<file path="src/rtl/axi4_lite_register_file.sv">
// -----------------------------------------------------------------------------
// axi4_lite_register_file
//
// AXI4-Lite subordinate that terminates a bus in a bank of R software-visible
// registers. Read and write channels are served by two independent state
// machines, each allowing one outstanding transaction. Byte strobes, an
// out-of-range SLVERR response and per-register write pulses are supported.
//
// Parameters
//   A : address width in bits
//   N : data width in bytes (4 or 8)
//   R : number of registers (power of two, >= 2)
//
// Ports
//   i_aclk, i_aresetn           : clock, asynchronous active-low reset
//   i_awvalid/o_awready/i_awaddr: write address channel
//   i_wvalid/o_wready/i_wdata/i_wstrb : write data channel
//   o_bvalid/i_bready/o_bresp   : write response channel
//   i_arvalid/o_arready/i_araddr: read address channel
//   o_rvalid/i_rready/o_rdata/o_rresp : read data channel
//   o_reg_q                     : register k at bits [k*8N +: 8N]
//   o_reg_wr                    : one-cycle pulse when register k is written
// -----------------------------------------------------------------------------
module axi4_lite_register_file #(
  parameter int A = 32,
  parameter int N = 4,
  parameter int R = 16
) (
  input  logic               i_aclk,
  input  logic               i_aresetn,
  // write address
  input  logic               i_awvalid,
  output logic               o_awready,
  input  logic [A-1:0]       i_awaddr,
  // write data
  input  logic               i_wvalid,
  output logic               o_wready,
  input  logic [8*N-1:0]     i_wdata,
  input  logic [N-1:0]       i_wstrb,
  // write response
  output logic               o_bvalid,
  input  logic               i_bready,
  output logic [1:0]         o_bresp,
  // read address
  input  logic               i_arvalid,
  output logic               o_arready,
  input  logic [A-1:0]       i_araddr,
  // read data
  output logic               o_rvalid,
  input  logic               i_rready,
  output logic [8*N-1:0]     o_rdata,
  output logic [1:0]         o_rresp,
  // register bank
  output logic [R*8*N-1:0]   o_reg_q,
  output logic [R-1:0]       o_reg_wr
);

  localparam int NB = $clog2(N);   // byte-offset bits inside a word
  localparam int RB = $clog2(R);   // word-index bits
  localparam int HB = NB + RB;     // first address bit that must be zero
  localparam int DW = 8 * N;

  localparam logic [1:0] RESP_OKAY   = 2'b00;
  localparam logic [1:0] RESP_SLVERR = 2'b10;

  typedef enum logic [1:0] {
    W_IDLE = 2'd0,
    W_AW   = 2'd1,
    W_W    = 2'd2,
    W_RESP = 2'd3
  } wstate_t;

  typedef enum logic {
    R_IDLE = 1'b0,
    R_RESP = 1'b1
  } rstate_t;

  // Address lies inside the register window when every bit above it is zero.
  function automatic logic addr_in_range(input logic [A-1:0] addr);
    return (addr[A-1:HB] == {(A-HB){1'b0}});
  endfunction

  function automatic logic [RB-1:0] addr_index(input logic [A-1:0] addr);
    return addr[NB +: RB];
  endfunction

  // ---------------------------------------------------------------------------
  // State and storage
  // ---------------------------------------------------------------------------
  logic [DW-1:0] r_regs [R];
  logic [R-1:0]  r_reg_wr;

  wstate_t       r_wstate;
  logic          r_awready;
  logic          r_wready;
  logic          r_bvalid;
  logic [1:0]    r_bresp;
  logic [A-1:0]  r_awaddr;
  logic [DW-1:0] r_wdata;
  logic [N-1:0]  r_wstrb;

  rstate_t       r_rstate;
  logic          r_arready;
  logic          r_rvalid;
  logic [1:0]    r_rresp;
  logic [DW-1:0] r_rdata;

  // ---------------------------------------------------------------------------
  // Combinational helpers
  // ---------------------------------------------------------------------------
  wstate_t       w_wstate_nxt;
  rstate_t       w_rstate_nxt;
  logic          w_aw_hs;
  logic          w_w_hs;
  logic          w_ar_hs;
  logic          w_commit;
  logic [A-1:0]  w_cmt_addr;
  logic [DW-1:0] w_cmt_data;
  logic [N-1:0]  w_cmt_strb;
  logic          w_cmt_in_range;
  logic [RB-1:0] w_cmt_idx;
  logic          w_ar_in_range;
  logic [RB-1:0] w_ar_idx;
  logic          w_unused;

  assign w_aw_hs = i_awvalid & r_awready;
  assign w_w_hs  = i_wvalid  & r_wready;
  assign w_ar_hs = i_arvalid & r_arready;

  assign w_cmt_in_range = addr_in_range(w_cmt_addr);
  assign w_cmt_idx      = addr_index(w_cmt_addr);
  assign w_ar_in_range  = addr_in_range(i_araddr);
  assign w_ar_idx       = addr_index(i_araddr);

  // Byte-offset address bits carry no meaning for word-wide registers.
  assign w_unused = ^{i_awaddr[NB-1:0], i_araddr[NB-1:0]};

  // Write next-state and commit selection: the commit uses whichever half of
  // the transaction arrives live this cycle plus the half already held.
  always_comb begin
    w_wstate_nxt = r_wstate;
    w_commit     = 1'b0;
    w_cmt_addr   = r_awaddr;
    w_cmt_data   = r_wdata;
    w_cmt_strb   = r_wstrb;
    case (r_wstate)
      W_IDLE: begin
        if (w_aw_hs && w_w_hs) begin
          w_wstate_nxt = W_RESP;
          w_commit     = 1'b1;
          w_cmt_addr   = i_awaddr;
          w_cmt_data   = i_wdata;
          w_cmt_strb   = i_wstrb;
        end else if (w_aw_hs) begin
          w_wstate_nxt = W_AW;
        end else if (w_w_hs) begin
          w_wstate_nxt = W_W;
        end else begin
          w_wstate_nxt = W_IDLE;
        end
      end
      W_AW: begin
        if (w_w_hs) begin
          w_wstate_nxt = W_RESP;
          w_commit     = 1'b1;
          w_cmt_data   = i_wdata;
          w_cmt_strb   = i_wstrb;
        end else begin
          w_wstate_nxt = W_AW;
        end
      end
      W_W: begin
        if (w_aw_hs) begin
          w_wstate_nxt = W_RESP;
          w_commit     = 1'b1;
          w_cmt_addr   = i_awaddr;
        end else begin
          w_wstate_nxt = W_W;
        end
      end
      W_RESP: begin
        if (i_bready) begin
          w_wstate_nxt = W_IDLE;
        end else begin
          w_wstate_nxt = W_RESP;
        end
      end
      default: begin
        w_wstate_nxt = W_IDLE;
      end
    endcase
  end

  // Write channel state, registered readys/response and held address/data.
  // Readys are flops fed from the next state so they are low during reset and
  // rise one edge after reset release.
  always_ff @(posedge i_aclk or negedge i_aresetn) begin
    if (!i_aresetn) begin
      r_wstate  <= W_IDLE;
      r_awready <= 1'b0;
      r_wready  <= 1'b0;
      r_bvalid  <= 1'b0;
      r_bresp   <= RESP_OKAY;
      r_awaddr  <= {A{1'b0}};
      r_wdata   <= {DW{1'b0}};
      r_wstrb   <= {N{1'b0}};
    end else begin
      r_wstate  <= w_wstate_nxt;
      r_awready <= (w_wstate_nxt == W_IDLE) || (w_wstate_nxt == W_W);
      r_wready  <= (w_wstate_nxt == W_IDLE) || (w_wstate_nxt == W_AW);
      r_bvalid  <= (w_wstate_nxt == W_RESP);
      if (w_aw_hs) begin
        r_awaddr <= i_awaddr;
      end
      if (w_w_hs) begin
        r_wdata <= i_wdata;
        r_wstrb <= i_wstrb;
      end
      if (w_commit) begin
        r_bresp <= w_cmt_in_range ? RESP_OKAY : RESP_SLVERR;
      end
    end
  end

  // Register bank update and write pulse, both on the edge entering W_RESP.
  always_ff @(posedge i_aclk or negedge i_aresetn) begin
    if (!i_aresetn) begin
      for (int k = 0; k < R; k++) begin
        r_regs[k] <= {DW{1'b0}};
      end
      r_reg_wr <= {R{1'b0}};
    end else begin
      r_reg_wr <= {R{1'b0}};
      if (w_commit && w_cmt_in_range) begin
        for (int k = 0; k < R; k++) begin
          if (w_cmt_idx == RB'(k)) begin
            for (int b = 0; b < N; b++) begin
              if (w_cmt_strb[b]) begin
                r_regs[k][b*8 +: 8] <= w_cmt_data[b*8 +: 8];
              end
            end
            r_reg_wr[k] <= |w_cmt_strb;
          end
        end
      end
    end
  end

  // Read next-state logic.
  always_comb begin
    w_rstate_nxt = r_rstate;
    case (r_rstate)
      R_IDLE: begin
        if (w_ar_hs) begin
          w_rstate_nxt = R_RESP;
        end else begin
          w_rstate_nxt = R_IDLE;
        end
      end
      R_RESP: begin
        if (i_rready) begin
          w_rstate_nxt = R_IDLE;
        end else begin
          w_rstate_nxt = R_RESP;
        end
      end
      default: begin
        w_rstate_nxt = R_IDLE;
      end
    endcase
  end

  // Read channel state and response capture. rdata samples the bank before
  // any same-edge write lands, so a colliding read sees the old value.
  always_ff @(posedge i_aclk or negedge i_aresetn) begin
    if (!i_aresetn) begin
      r_rstate  <= R_IDLE;
      r_arready <= 1'b0;
      r_rvalid  <= 1'b0;
      r_rresp   <= RESP_OKAY;
      r_rdata   <= {DW{1'b0}};
    end else begin
      r_rstate  <= w_rstate_nxt;
      r_arready <= (w_rstate_nxt == R_IDLE);
      r_rvalid  <= (w_rstate_nxt == R_RESP);
      if (w_ar_hs) begin
        if (w_ar_in_range) begin
          r_rdata <= r_regs[w_ar_idx];
          r_rresp <= RESP_OKAY;
        end else begin
          r_rdata <= {DW{1'b0}};
          r_rresp <= RESP_SLVERR;
        end
      end
    end
  end

  // ---------------------------------------------------------------------------
  // Outputs
  // ---------------------------------------------------------------------------
  assign o_awready = r_awready;
  assign o_wready  = r_wready;
  assign o_bvalid  = r_bvalid;
  assign o_bresp   = r_bresp;
  assign o_arready = r_arready;
  assign o_rvalid  = r_rvalid;
  assign o_rresp   = r_rresp;
  assign o_rdata   = r_rdata;
  assign o_reg_wr  = r_reg_wr;

  for (genvar k = 0; k < R; k++) begin : g_reg_q
    assign o_reg_q[k*DW +: DW] = r_regs[k];
  end

endmodule

</file>
<file path="config.mk">
export PLATFORM = sky130hd
export DESIGN_NAME = axi4_lite_register_file
export DESIGN_NICKNAME = d
export VERILOG_FILES = /design/src/rtl/axi4_lite_register_file.sv
export SDC_FILE = /design/constraint.sdc
export NUM_CORES = 1
export LEC_CHECK = 0
export CAP_MARGIN = 20
export CELL_PAD_IN_SITES_DETAIL_PLACEMENT = 1
export CELL_PAD_IN_SITES_GLOBAL_PLACEMENT = 2
export CORE_UTILIZATION = 39
export CTS_BUF_LIST = sky130_fd_sc_hd__clkbuf_8
export CTS_CLUSTER_SIZE = 28
export DETAILED_ROUTE_END_ITERATION = 10
export PLACE_DENSITY = 0.95
export SYNTH_ARGS = -nofsm -noshare
export SYNTH_HDL_FRONTEND = slang
export SYNTH_SLANG_ARGS = --single-unit
export TNS_END_PERCENT = 100
</file>
<file path="constraint.sdc">
create_clock -name i_aclk -period 4.84 [get_ports i_aclk]
set_clock_uncertainty 0.2 [all_clocks]
set_input_delay 0.968 -clock i_aclk [delete_from_list [all_inputs] [get_ports i_aclk]]
set_output_delay 0.968 -clock i_aclk [all_outputs]
set_load 0.01 [all_outputs]
</file>
# Word level (Yosys, flattened, before mapping)

Cells that the tools add are included.
Widths: inputs -> output; s select.

Register bits after elaboration: 639
Input bits: 107
Output and inout bits: 569
Logic and storage cells: 225

Order comparisons: 1
Equality and inequality tests: 21
Multiplexer cells: 46
Bitwise logic cells: 6
Reductions and logical operators: 74

Operators with widths:

| cell               | count |
|---|---|
| $mux 32            | 7 |
| $reduce_and 3->1   | 64 |
| $bmux 32 s4        | 1 |
| $pmux 32 s2        | 2 |
| $logic_not 26->1   | 2 |
| $eq 4x4->1 const B | 8 |
| $mux 1             | 22 |
| $eq 4x3->1 const B | 4 |
| $mux 16            | 1 |
| $mux 2             | 7 |
| $eq 2x2->1 const B | 4 |
| $eq 4x2->1 const B | 2 |
| $mux 4             | 2 |
| $pmux 2 s4         | 1 |
| $pmux 4 s2         | 1 |
| $ge 5x5->1 const B | 1 |
| $not 4->5          | 1 |
| $eq 2x1->1 const B | 2 |
| $eq 4x1->1 const B | 1 |
| $logic_not 2->1    | 2 |
| $logic_not 4->1    | 1 |
| $reduce_or 4->1    | 1 |
| $and 1x1->1        | 3 |
| $pmux 1 s3         | 1 |
| other kinds (4)    | 7 |

# Longest topological paths before layout

Gate-level depths: netlist of the first run.

Depth in word-level cells: 7
Depth in mapped cells: 9

# Least setup slack after synthesis of the first run

No wires, ideal clock.

Path type: in2reg
From: input i_awvalid
To: register r_regs, in the netlist o_reg_q[224]
Library setup time: 0.125 ns
Data arrival time: 3.215 ns
Required time: 4.515 ns
Path slack: 1.300 ns
Stages: 7
Path buffers: 1
Cells stage by stage: nand2_1 -> nor3_2 -> buf_2 -> mux2i_1 -> nand3_1 -> nor4_4 -> mux2_4

Cells in the longest elaborated chain, start to end: 7
Elaborated cells on any way between the ends: 16

Ends and longest elaborated chain:

| element                         | line | source |
|---|---|---|
| from (decl)                     | 32   | `input logic i_awvalid,` |
| $and 1x1->1 (*)                 | 126  | `assign w_aw_hs = i_awvalid & r_awready;` |
| $logic_and 1x1->1               | 148  | `if (w_aw_hs && w_w_hs) begin` |
| $mux 32                         | 148  |  |
| $pmux 32 s2                     | 146  | `case (r_wstate)` |
| $logic_not 26->1                | 80   | `return (addr[A-1:HB] == {(A-HB){1'b0}});` |
| $logic_and 1x1->1               | 234  | `if (w_commit && w_cmt_in_range) begin` |
| $reduce_and 3->1 (no line)      | n/a  |  |
| to (signal, indexed assignment) | 229  | `r_regs[k] <= {DW{1'b0}};` |
| to (signal, indexed assignment) | 239  | `r_regs[k][b*8 +: 8] <= w_cmt_data[b*8 +: 8];` |
| to (decl)                       | 90   | `logic [DW-1:0] r_regs [R];` |

Mark *: on every way between the ends. The rest lies on a longest branch, timed or not.
A chain may end at the register's enable or synchronous reset.

# Worst setup path in the final report of the first run

From: input i_wvalid
To: register r_regs, in the netlist o_reg_q[123]

Cells in the longest elaborated chain, start to end: 7
Elaborated cells on any way between the ends: 17

Ends and longest elaborated chain:

| element                    | line | source |
|---|---|---|
| from (decl)                | 36   | `input logic i_wvalid,` |
| $and 1x1->1 (*)            | 127  | `assign w_w_hs = i_wvalid & r_wready;` |
| $logic_and 1x1->1          | 148  |  |
| $mux 32                    | 148  |  |
| $pmux 32 s2                | 146  |  |
| $logic_not 26->1           | 80   |  |
| $logic_and 1x1->1          | 234  |  |
| $reduce_and 3->1 (no line) | n/a  |  |

Marks and branches as above.

==> results.md, run 1 <==
* Met3 Use GR at under 10%
* Hold Path Class: in -> async
* Die Width at ~280 µm
* CP startpoint kind: primary input
* Peak supply drop at 0.248 mV
* Slew headroom at between 20 and 30%
* Initial antenna violation count at 4
* Cts repair resizes at 0
* Seq cells post-synth at 635
* CTS Hold Buffers Added at 0
* Largest net degree at the start of global routing at 115
* Std cell rows at 100
* Met2 usage at 49.5%
* Top-area cell type share of the netlist area at between 50% and 60%
* # setup viols final at 0
* Filler instances at around 7000
* Grt ovf at 0
* Most common library cell in the layout ignoring fill and taps: clkdlybuf4s50_1
* Cell area after layout at between 40000 and 50000 µm²
* Achievable Freq at around 250 MHz
* Number of max-cap violations at 0
* Post-Syn Area per Cell at 15.7 µm²
* H-tree Lvls at 3
* GRT Total Usage at 28.9%
* Root Buffer: clkbuf_8
* Final core occ at 54.1%
* Worst-skew pair later-pin latency at 700 ps
* Worst Path Required at 5220 ps
* Die Area at 76800 µm²
* Arrival time of the worst setup path at 4320 ps
* Die height at 277 µm
* Kind of critical path: in -> reg
* First-pass GRT wire length at roughly 160000 µm
* Synth unique cells at 46
* Fin Setup TNS at 0 ps
* Setup crit start: i_wvalid
* Placed inst area at 38100 µm²
* # IOs at 676
* Synth area leaders: dfrtp_1, mux2_2, mux4_2, nor4_4, nand2_1
* Internal reg-to-reg setup slack at 1300 ps
* Final min period at 3940 ps
* Power consumption at between 0.01 and 0.015 W
* Layout cell share with drive strength beyond 1 at 39.1%
* Most frequent cells in the layout: clkdlybuf4s50_1, dfrtp_1, mux2_2
* Clk buf depth at 3
* Cell taking the most area after synthesis: dfrtp_1
* PortBufs at 669
* Std-Cell Core Area at roughly 75000 µm²
* Tcrit/Tclk final at between 80% and 90%
* Status: complete, no violations
* Clock Sink Count at 635
* GP Congestion at 0.876
* DR iter-0 viols at 1528
* Number of global-route vias before repair at 23400
* DRT Pass-1 Iters at 5
* Routed wire length per instance at between 20 and 30 µm
* Post-synth EDFFs at 0
* Post-Synthesis Cell Area at 29500 µm²
* Sequential area share after synthesis at 53.8%
* Vias per inst at 5.59
* Worst-Margin Slew at 1080 ps
* CP max FO at 13
* FFs w/ async S/R, synth at 100%
* Post-detail-place hpwl at 77900 µm
* Top FF cell, synth: dfrtp_1
* Total CTS buffers at 108
* RSZ-0062 raised after global routing: false
* Fin. Hold Viols at 0
* RR Startpoint: o_wready
* Area grow syn2layout at 36.7%
* Residual DRC at 0
* GR peak layer: met2
* Clock-pin slew on the worst setup and hold paths at approximately 70 ps
* Final WL at 110000 µm
* Max Slew Vio Count at 0
* Setup bufs post-CTS at 0
* PD cells at 362 nW/µm²
* Fin Hold WS at 155 ps
* Post-route ant nets at 0
* Starting density of the core at 39.5%
* Cell count after synthesis at 1882
* CTS tree: yes
* Leakage at roughly 18 nW
* Vias at about 21000
* YS warnings at 0
* Met1 global-route usage at 35.1%
* Fin nets at around 2800
* CP Capture Type: register
[cell usage after synthesis, types with 2 or more instances]
cell	instances
clkbuf_1	70
o21a_1	2
mux4_2	160
nor3_2	3
mux2i_1	4
or4b_1	4
nand4_1	3
nor4_4	48
or4_1	3
nand2_1	131
mux2_1	39
buf_2	11
nand3_1	18
nand3b_1	3
buf_4	14
nor4_1	16
a21oi_1	4
nor3_1	5
mux2_2	524
inv_1	36
mux2_4	24
nand2b_1	10
nor2_1	29
dfrtp_1	635
buf_1	16
o21ai_0	36
nor3_4	15
[final timing paths]
check	endpoint	cells past startpoint
max	o_reg_q[123]	7
min	o_reg_q[434]	1
max reg2reg	o_reg_q[123]	6
min reg2reg	r_awaddr[9]	2
max in group asynchronous	o_reg_q[290]	3
min in group i_aclk	r_awaddr[9]	2
[cells by family (layout without fill, tap and decap cells)]
family                 count (synthesis)  after routing  synth area share, %
buffers and inverters                149           1029                 2.20
multiplexers                         751            751                 35.0
flip-flops                           635            635                 53.8
AO/OA/AOI/OAI                         53             53                 1.12
AND/OR/NAND/NOR                      293            293                 7.84
other                                  1              6               0.0127
[registers in the layout, summed over array words and instances, names as in the netlist]
register and flops:
r_wdata 32, r_wstrb 4, r_awaddr 30, o_bvalid 1
o_bresp 1, o_arready 1, o_wready 1, o_rresp 1
o_rdata 32, o_awready 1, r_wstate 2, o_rvalid 1
o_reg_q 512, o_reg_wr 16
[power by group]
| part | leakage, nW | total, W | switching, W | internal (W) |
|---|---|---|---|---|
| registers | 8.72 | 0.00612 | 0.000357 | 0.00576 |
| clock network | 1.28 | 0.00499 | 0.00228 | 0.00270 |
| logic | 7.96 | 0.00353 | 0.00231 | 0.00122 |
| total | 18.0 | 0.0146 | 0.00495 | 0.00968 |
[critical path, stage by stage]
cell and delay (ps):
clkdlybuf4s50_1 590, nand2_4 200, nor3_2 700, mux2_2 370, nand3_1 330, nor3_4 720, mux2_2 430
[per-layer routing]
layer | wire (µm) | up-vias
li1 | - | 8618
met1 | 42900 | 11200
met2 | 56200 | 838
met3 | 6870 | 252
met4 | 4400 | 0
met5 | 0 | -
[per-stage QoR]
stage	instances	setup slack, ps
2_1_floorplan	1883	1300
3_3_place_gp	3538	294
3_5_place_dp	3538	131
4_1_cts	3732	925
5_1_grt	3736	798
6_report	3736	896
[layout make-up]
cell class	instances	area, µm²	share of cell area [%]
Timing Repair Buffer	799	7840	19.4
Sequential cell	635	15900	39.4
Multi-Input combinational cell	1099	13000	32.3
Antenna cell	4	10.0	0.0248
Clock buffer	140	1930	4.77
Inverter	36	135	0.335
Clock inverter	54	328	0.812
Tap cell	969	1210	3.00
Power figures use the tool's default switching activity.
==> run 2: changes to the inputs <==
CORE_UTILIZATION = 36   (was 39)
PLACE_DENSITY = 0.92   (was 0.95)
clock period = 4 ns   (was 4.84 ns; I/O delays follow)
==> run 2 against run 1 <==
The flow now finishes with violations (DRC). Non-clock buffer count grew 25. First-iteration DRC count shrank 21%. Power grew 24%. Combinational power grew 26%. Critical path depth grew 3. Clock power grew 26%. Worst hold slack gained 130 ps. Global-route usage shrank 2.4 points. Count of clock-buffer cells in the layout shrank 1. Critical path type unchanged. Largest cell class unchanged. Largest power group unchanged.
==> results.md, run 2 (synthesis results as in run 1) <==
* Status: finished, violations left
* Violated checks: DRC
* # IOs at 676 (unchanged)
* Leakage at 18.3 nW (+1.7%)
* Achievable Freq at 287 MHz
* GRT Total Usage at 26.5% (-2.4 points)
* Post-route ant nets at 0 (unchanged)
* Std cell rows at 104 (+4.0%)
* Slew headroom at 44.3% (+16 points)
* Hold Path End: r_awaddr[22]
* DR iter-0 viols at 1201 (-21%)
* Most frequent cells in the layout: clkdlybuf4s50_1, dfrtp_1, mux2_2
* Post-detail-place hpwl at 80400 µm (+3.2%)
* Peak supply drop at 0.290 mV (+17%)
* Die Area at 83200 µm² (+8.3%)
* Comb pwr share at 24.5% (+0.4 points)
* First-pass GRT wire length at 162000 µm (-1.6%)
* Placed inst area at 39000 µm² (+2.3%)
* CP startpoint kind: primary input
* Most common library cell in the layout ignoring fill and taps: clkdlybuf4s50_1
* CTS tree: yes
* Vias at 21000 (+0.74%)
* Vias per inst at 5.46 (-2.3%)
* Area grow syn2layout at 40.0%
* Sw Pwr at 0.00609 W (+23%)
* Std-Cell Core Area at 80800 µm² (+8.2%)
* DRT Pass-1 Iters at 11 (+6)
* H-tree Lvls at 3 (unchanged)
* Starting density of the core at 36.5% (-3.0 points)
* CP top delay family: buffers and inverters
* Clock network power share at 34.7% (+0.6 points)
* Tcrit/Tclk final at 87.2%
* PD cells at 439 nW/µm² (+21%)
* Switching Share at 33.6% (-0.28 points)
* Hold Startpoint: r_awaddr[22]
* Worst Reg2Reg Path Length in Cells at 9 (+3)
* # setup viols final at 0 (unchanged)
* Kind of critical path: in -> reg
* Final min period at about 3500 ps
* Reg-to-Reg End: o_reg_q[321]
* PortBufs at 669 (unchanged)
* Die height at 288 µm (+4.1%)
* GP Congestion at 0.882 (+0.63%)
* Total CTS buffers at 108 (unchanged)
* Die Width at 288 µm (+4.1%)
* Cts repair resizes at 0 (unchanged)
* Buffers & Inverters on Critical Path at 4 (+3)
* CP max FO at 18 (+5)
* Clk buf depth at 3 (unchanged)
* CP Capture Type: register
* Worst-skew pair later-pin latency at 720 ps (+20 ps)
* Fin. Hold Viols at 0 (unchanged)
* Layout cell share with drive strength beyond 1 at 39.8% (+0.72 points)
* Worst-Margin Slew at 835 ps (-241 ps)
* Residual DRC at 91 (+91)
* Arrival time of the worst setup path at 3830 ps (-490 ps)
* Largest net degree at the start of global routing at 103 (-10%)
* Clock-pin slew on the worst setup and hold paths at 60 ps (about the same)
* Hold path depth at 2
* RR Startpoint: r_awaddr[27]
* CP dominant cell by count: buf_4
* Final WL at 111000 µm (+0.63%)
* Root Buffer: clkbuf_8
* Number of max-cap violations at 0 (unchanged)
* Routed wire length per instance at 28.8 µm (-2.4%)
* Number of global-route vias before repair at 23600 (+0.86%)
* Initial antenna violation count at 9 (+5)
* Critical path's largest stage delay at 440 ps (-280 ps)
* Worst Path Required at 4340 ps (-880 ps)
* Flop pwr share at 40.8% (-1.0 points)
* Fin Setup TNS at 0 ps (unchanged)
* Critical-path top delay cell: clkdlybuf4s50_1
* RSZ-0062 raised after global routing: false
* Max reg flops at 512 (unchanged)
* Crit-path cells: clkdlybuf4s50_1 > nor4_1 > nand4_1 > o31ai_2 > o211ai_1 > buf_4 > buf_12 > nor4_4 > buf_4 > mux2_2
* Max Slew Vio Count at 0 (unchanged)
* Clock Sink Count at 635 (unchanged)
* Total internal power at 0.0121 W (+25%)
* Internal reg-to-reg setup slack at 620 ps (-680 ps)
* Hold Path Class: reg -> reg
* Fin nets at 2811 (+0.90%)
* Cell area after layout at 41300 µm² (+2.4%)
* Grt ovf at 0 (unchanged)
-- run 2: changes by cell type in the layout (fill, tap and decap cells not counted) --
cell,before,now
buf_4,118,96
inv_1,69,62
inv_6,1,0
clkinvlp_4,3,2
buf_12,13,59
diode_2,4,6
clkinv_2,11,15
bufinv_16,2,6
dlygate4sd3_1,0,1
clkinv_4,1,0
clkbuf_8,140,139
inv_8,0,1
-- run 2: layer usage --
| metal | global-route usage [%] | share of wire, % |
|---|---|---|
| met2 | 46.4 | 52 |
| met3 | 6.31 | 6.9 |
| met4 | 10.5 | 3.7 |
| met1 | 31.2 | 38 |
| met5 | 0 | 0.032 |
-- run 2: worst max-delay path by stage --
stage	slack (ps)	end	cells after the start	from
4_1_cts	610	o_reg_q[320]	9	r_awaddr[27]
3_5_place_dp	-120	o_reg_q[331]	10	i_awaddr[27]
6_report	510	o_reg_q[321]	10	i_awaddr[27]
2_1_floorplan	630	o_reg_q[224]	7	i_awvalid
3_3_place_gp	-70	o_reg_q[320]	10	i_awaddr[27]
5_1_grt	460	o_reg_q[329]	10	i_awaddr[27]
-- run 2: power groups by stage --
| stage | registers, W | logic (W) | clock network (W) |
|---|---|---|---|
| after floorplan | 0.00743 | 0.00254 | 0 |
| after global routing | 0.00746 | 0.00472 | 0.00671 |
| after detailed placement | 0.00750 | 0.00445 | 0 |
| final | 0.00741 | 0.00444 | 0.00630 |
| after CTS | 0.00740 | 0.00447 | 0.00645 |
| after global placement | 0.00744 | 0.00425 | 0 |
-- run 2: worst register-to-register path: cells and delay by family (launching register included) --
kind	cells	cell delay, ps
AO/OA/AOI/OAI	1	300
buffers and inverters	3	660
multiplexers	1	360
flip-flops	1	390
AND/OR/NAND/NOR	4	1330
-- run 2: timing repair --
| item | in CTS | in global routing |
|---|---|---|
| endpoints found under the hold margin | 68 | 0 |
| buffers inserted | 0 | 0 |
| hold buffers | 1 | 0 |
-- run 2: cell type report --
| type | instances | area (µm²) |
|---|---|---|
| fillers | 7810 | 39500 |
| multi-input cells | 1099 | 13000 |
| clock buffers | 139 | 1910 |
| well taps | 1060 | 1330 |
| clock inverters | 53 | 428 |
| repair buffers | 824 | 8600 |
| flip-flops and latches | 635 | 15900 |
| diodes | 6 | 15.0 |
| inverters | 36 | 135 |
-- run 2: through the flow --
step | total power (W) | hold WS [ps] | worst slack [ps] | utilization (%) | std cells
after floorplan | 0.00997 | 246 | 628 | - | 1883
after global placement | 0.0117 | 262 | -68.7 | 48.2 | 3653
after detailed placement | 0.0119 | 268 | -124 | 48.2 | 3653
after CTS | 0.0183 | 285 | 611 | 51.1 | 3846
after global routing | 0.0189 | 305 | 457 | 51.2 | 3851
final | 0.0182 | 284 | 513 | 51.2 | 3852
==> run 3: changes to the inputs <==
CORE_UTILIZATION = 39   (was 36)
PLACE_DENSITY = 0.95   (was 0.92)
clock period = 4.47 ns   (was 4 ns; I/O delays follow)
==> run 3 against run 2 <==
The run now ends clean. Clock power is 18% lower. Sequential power is 11% lower. Via count grew 0.17%. Count of clock-buffer cells in the layout fell by 12. Worst hold slack got worse by 210 ps. Critical path type unchanged. Combinational power is 13% lower. Design area down 2.6%.
==> results.md, run 3 (synthesis results as in run 1) <==
* Status: complete, no violations
* RSZ-0062 raised after global routing: false
* Clock Sink Count at 635 (unchanged)
* Setup crit start: i_awaddr[27]
* Buffers & Inverters on Critical Path at 3 (-1)
* CP Capture Type: register
* Largest net degree at the start of global routing at 110 (+6.8%)
* Critical-path top delay cell: clkdlybuf4s50_1
* Layout cell share with drive strength beyond 1 at 38.7% (-1.1 points)
* Std-Cell Core Area at 74700 µm² (-7.6%)
* Grt ovf at 0 (unchanged)
* Final WL at 111000 µm (-0.11%)
* Worst-skew pair later-pin latency at 720 ps (about the same)
* DR iter-0 viols at 1221 (+1.7%)
* Area grow syn2layout at 36.3%
* Fin Setup TNS at 0 ps (unchanged)
* Max reg flops at 512 (unchanged)
* Number of max-cap violations at 0 (unchanged)
* Kind of critical path: in -> reg
* CP max FO at 53 (+35)
* Initial antenna violation count at 6 (-3)
* Most frequent cells in the layout: clkdlybuf4s50_1, dfrtp_1, mux2_2
* Clock-pin slew on the worst setup and hold paths at 60 ps (about the same)
* CTS Hold Buffers Added at 0 (-1)
* PortBufs at 669 (unchanged)
* CP top delay family: buffers and inverters
* Filler instances at 7098 (-9.1%)
* PD cells at 388 nW/µm² (-12%)
* CP startpoint kind: primary input
* Cts repair resizes at 0 (unchanged)
* GP Congestion at 0.900 (+2.0%)
* # IOs at 676 (unchanged)
* Arrival time of the worst setup path at 3940 ps (+110 ps)
* Post-detail-place hpwl at 78000 µm (-3.0%)
* Fin Hold WS at 76.3 ps (-208 ps)
* Fin. Hold Viols at 0 (unchanged)
* Crit-path cells: clkdlybuf4s50_1 > nor4_1 > nand4_1 > o31ai_2 > o211ai_1 > buf_12 > nor4_4 > buf_4 > mux2_2
* Worst Path Required at 4830 ps (+490 ps)
* Slew headroom at 31.3% (-13 points)
* Std cell rows at 100 (-3.8%)
* H-tree Lvls at 3 (unchanged)
* Setup bufs post-CTS at 0 (unchanged)
* Hold Path Class: in -> async
* Leakage at 17.9 nW (-1.9%)
* Die Width at 277 µm (-3.9%)
* Clk buf depth at 3 (unchanged)
* Critical path's largest stage delay at 430 ps (about the same)
* DRT Pass-1 Iters at 5 (-6)
* Number of global-route vias before repair at 23600 (+0.30%)
* Residual DRC at 0 (-100%)
* Worst-Margin Slew at 1030 ps (+196 ps)
* Routed wire length per instance at 29.8 µm (+3.2%)
* Post-route ant nets at 0 (unchanged)
* Starting density of the core at 39.5% (+3.0 points)
* Final min period at 3580 ps
* First-pass GRT wire length at 165000 µm (+2.1%)
* Tcrit/Tclk final at 80.1%
* Root Buffer: clkbuf_8
* Most common library cell in the layout ignoring fill and taps: clkdlybuf4s50_1
* Vias at 21100 (+0.17%)
* CTS tree: yes
* Die Area at 76800 µm² (-7.6%)
* Vias per inst at 5.65 (+3.5%)
* Fin nets at 2787 (-0.85%)
* Achievable Freq at 279 MHz
* Die height at 277 µm (-3.9%)
* Peak supply drop at 0.258 mV (-11%)
* Total CTS buffers at 108 (unchanged)
* Internal reg-to-reg setup slack at 1070 ps (+450 ps)
* RR Startpoint: r_awaddr[14]
* # setup viols final at 0 (unchanged)
* GRT Total Usage at 29.1% (+2.6 points)
* Max Slew Vio Count at 0 (unchanged)
==> run 3: changes by cell type in the layout (fill, tap and decap cells not counted) <==
cell / previous run / this run
buf_4: 96 / 114
clkinv_8: 3 / 0
inv_12: 0 / 4
inv_6: 0 / 3
diode_2: 6 / 4
inv_1: 62 / 74
clkinv_4: 0 / 1
dlygate4sd3_1: 1 / 0
clkbuf_8: 139 / 127
buf_12: 59 / 18
clkinv_2: 15 / 10
clkinvlp_4: 2 / 0
bufinv_16: 6 / 1
inv_8: 1 / 0
==> run 3: final timing paths <==
kind | endpoint | cells past startpoint
max in group asynchronous | o_reg_q[165] | 2
worst min-delay path | o_reg_q[243] | 1
worst max-delay path | o_reg_q[279] | 9
min in group i_aclk | r_awaddr[19] | 2
worst max register to register | o_reg_q[354] | 8
worst min register to register | r_awaddr[19] | 2
==> run 3: area by class of cell <==
cell class | instances | area, µm² | area share, %
Clock buffer | 127 | 1750 | 4.34
Clock inverter | 57 | 323 | 0.802
Antenna cell | 4 | 10.0 | 0.0249
Multi-Input combinational cell | 1099 | 13000 | 32.4
Timing Repair Buffer | 800 | 7910 | 19.6
Sequential cell | 635 | 15900 | 39.5
Inverter | 36 | 135 | 0.336
Tap cell | 969 | 1210 | 3.01
==> run 3: per-stage QoR <==
| step | cell area [µm²] | total power [W] | util, % | worst slack, ps | cells |
|---|---|---|---|---|---|
| 2_1_floorplan | 29500 | 0.00892 | - | 1000 | 1883 |
| 3_3_place_gp | 38200 | 0.0103 | 51.1 | 253 | 3539 |
| 3_5_place_dp | 38200 | 0.0105 | 51.1 | 166 | 3539 |
| 4_1_cts | 40300 | 0.0157 | 53.9 | 970 | 3723 |
| 5_1_grt | 40300 | 0.0163 | 53.9 | 817 | 3727 |
| 6_report | 40300 | 0.0156 | 53.9 | 891 | 3727 |
==> run 3: where the power goes <==
part | switching (W) | internal [W] | total (W)
Clock | 0.00250 | 0.00265 | 0.00515
Sequential | 0.000386 | 0.00624 | 0.00662
Combinational | 0.00250 | 0.00135 | 0.00385
==> run 3: worst register-to-register path, delay by kind of cell, from the launching register on <==
kind,cells,cell delay [ps]
AND/OR/NAND/NOR,3,1090
flip-flops,1,390
multiplexers,1,350
buffers and inverters,2,510
AO/OA/AOI/OAI,2,730
==> run 3: metal layers <==
layer  global-route usage, %  part of all wire (%)  vias up
li1                        -                     -     8623
met1                    34.5                    38    11300
met2                    50.4                    51      868
met3                    6.83                   6.5      248
met4                    12.6                   4.2        4
met5                       0                 0.024        -
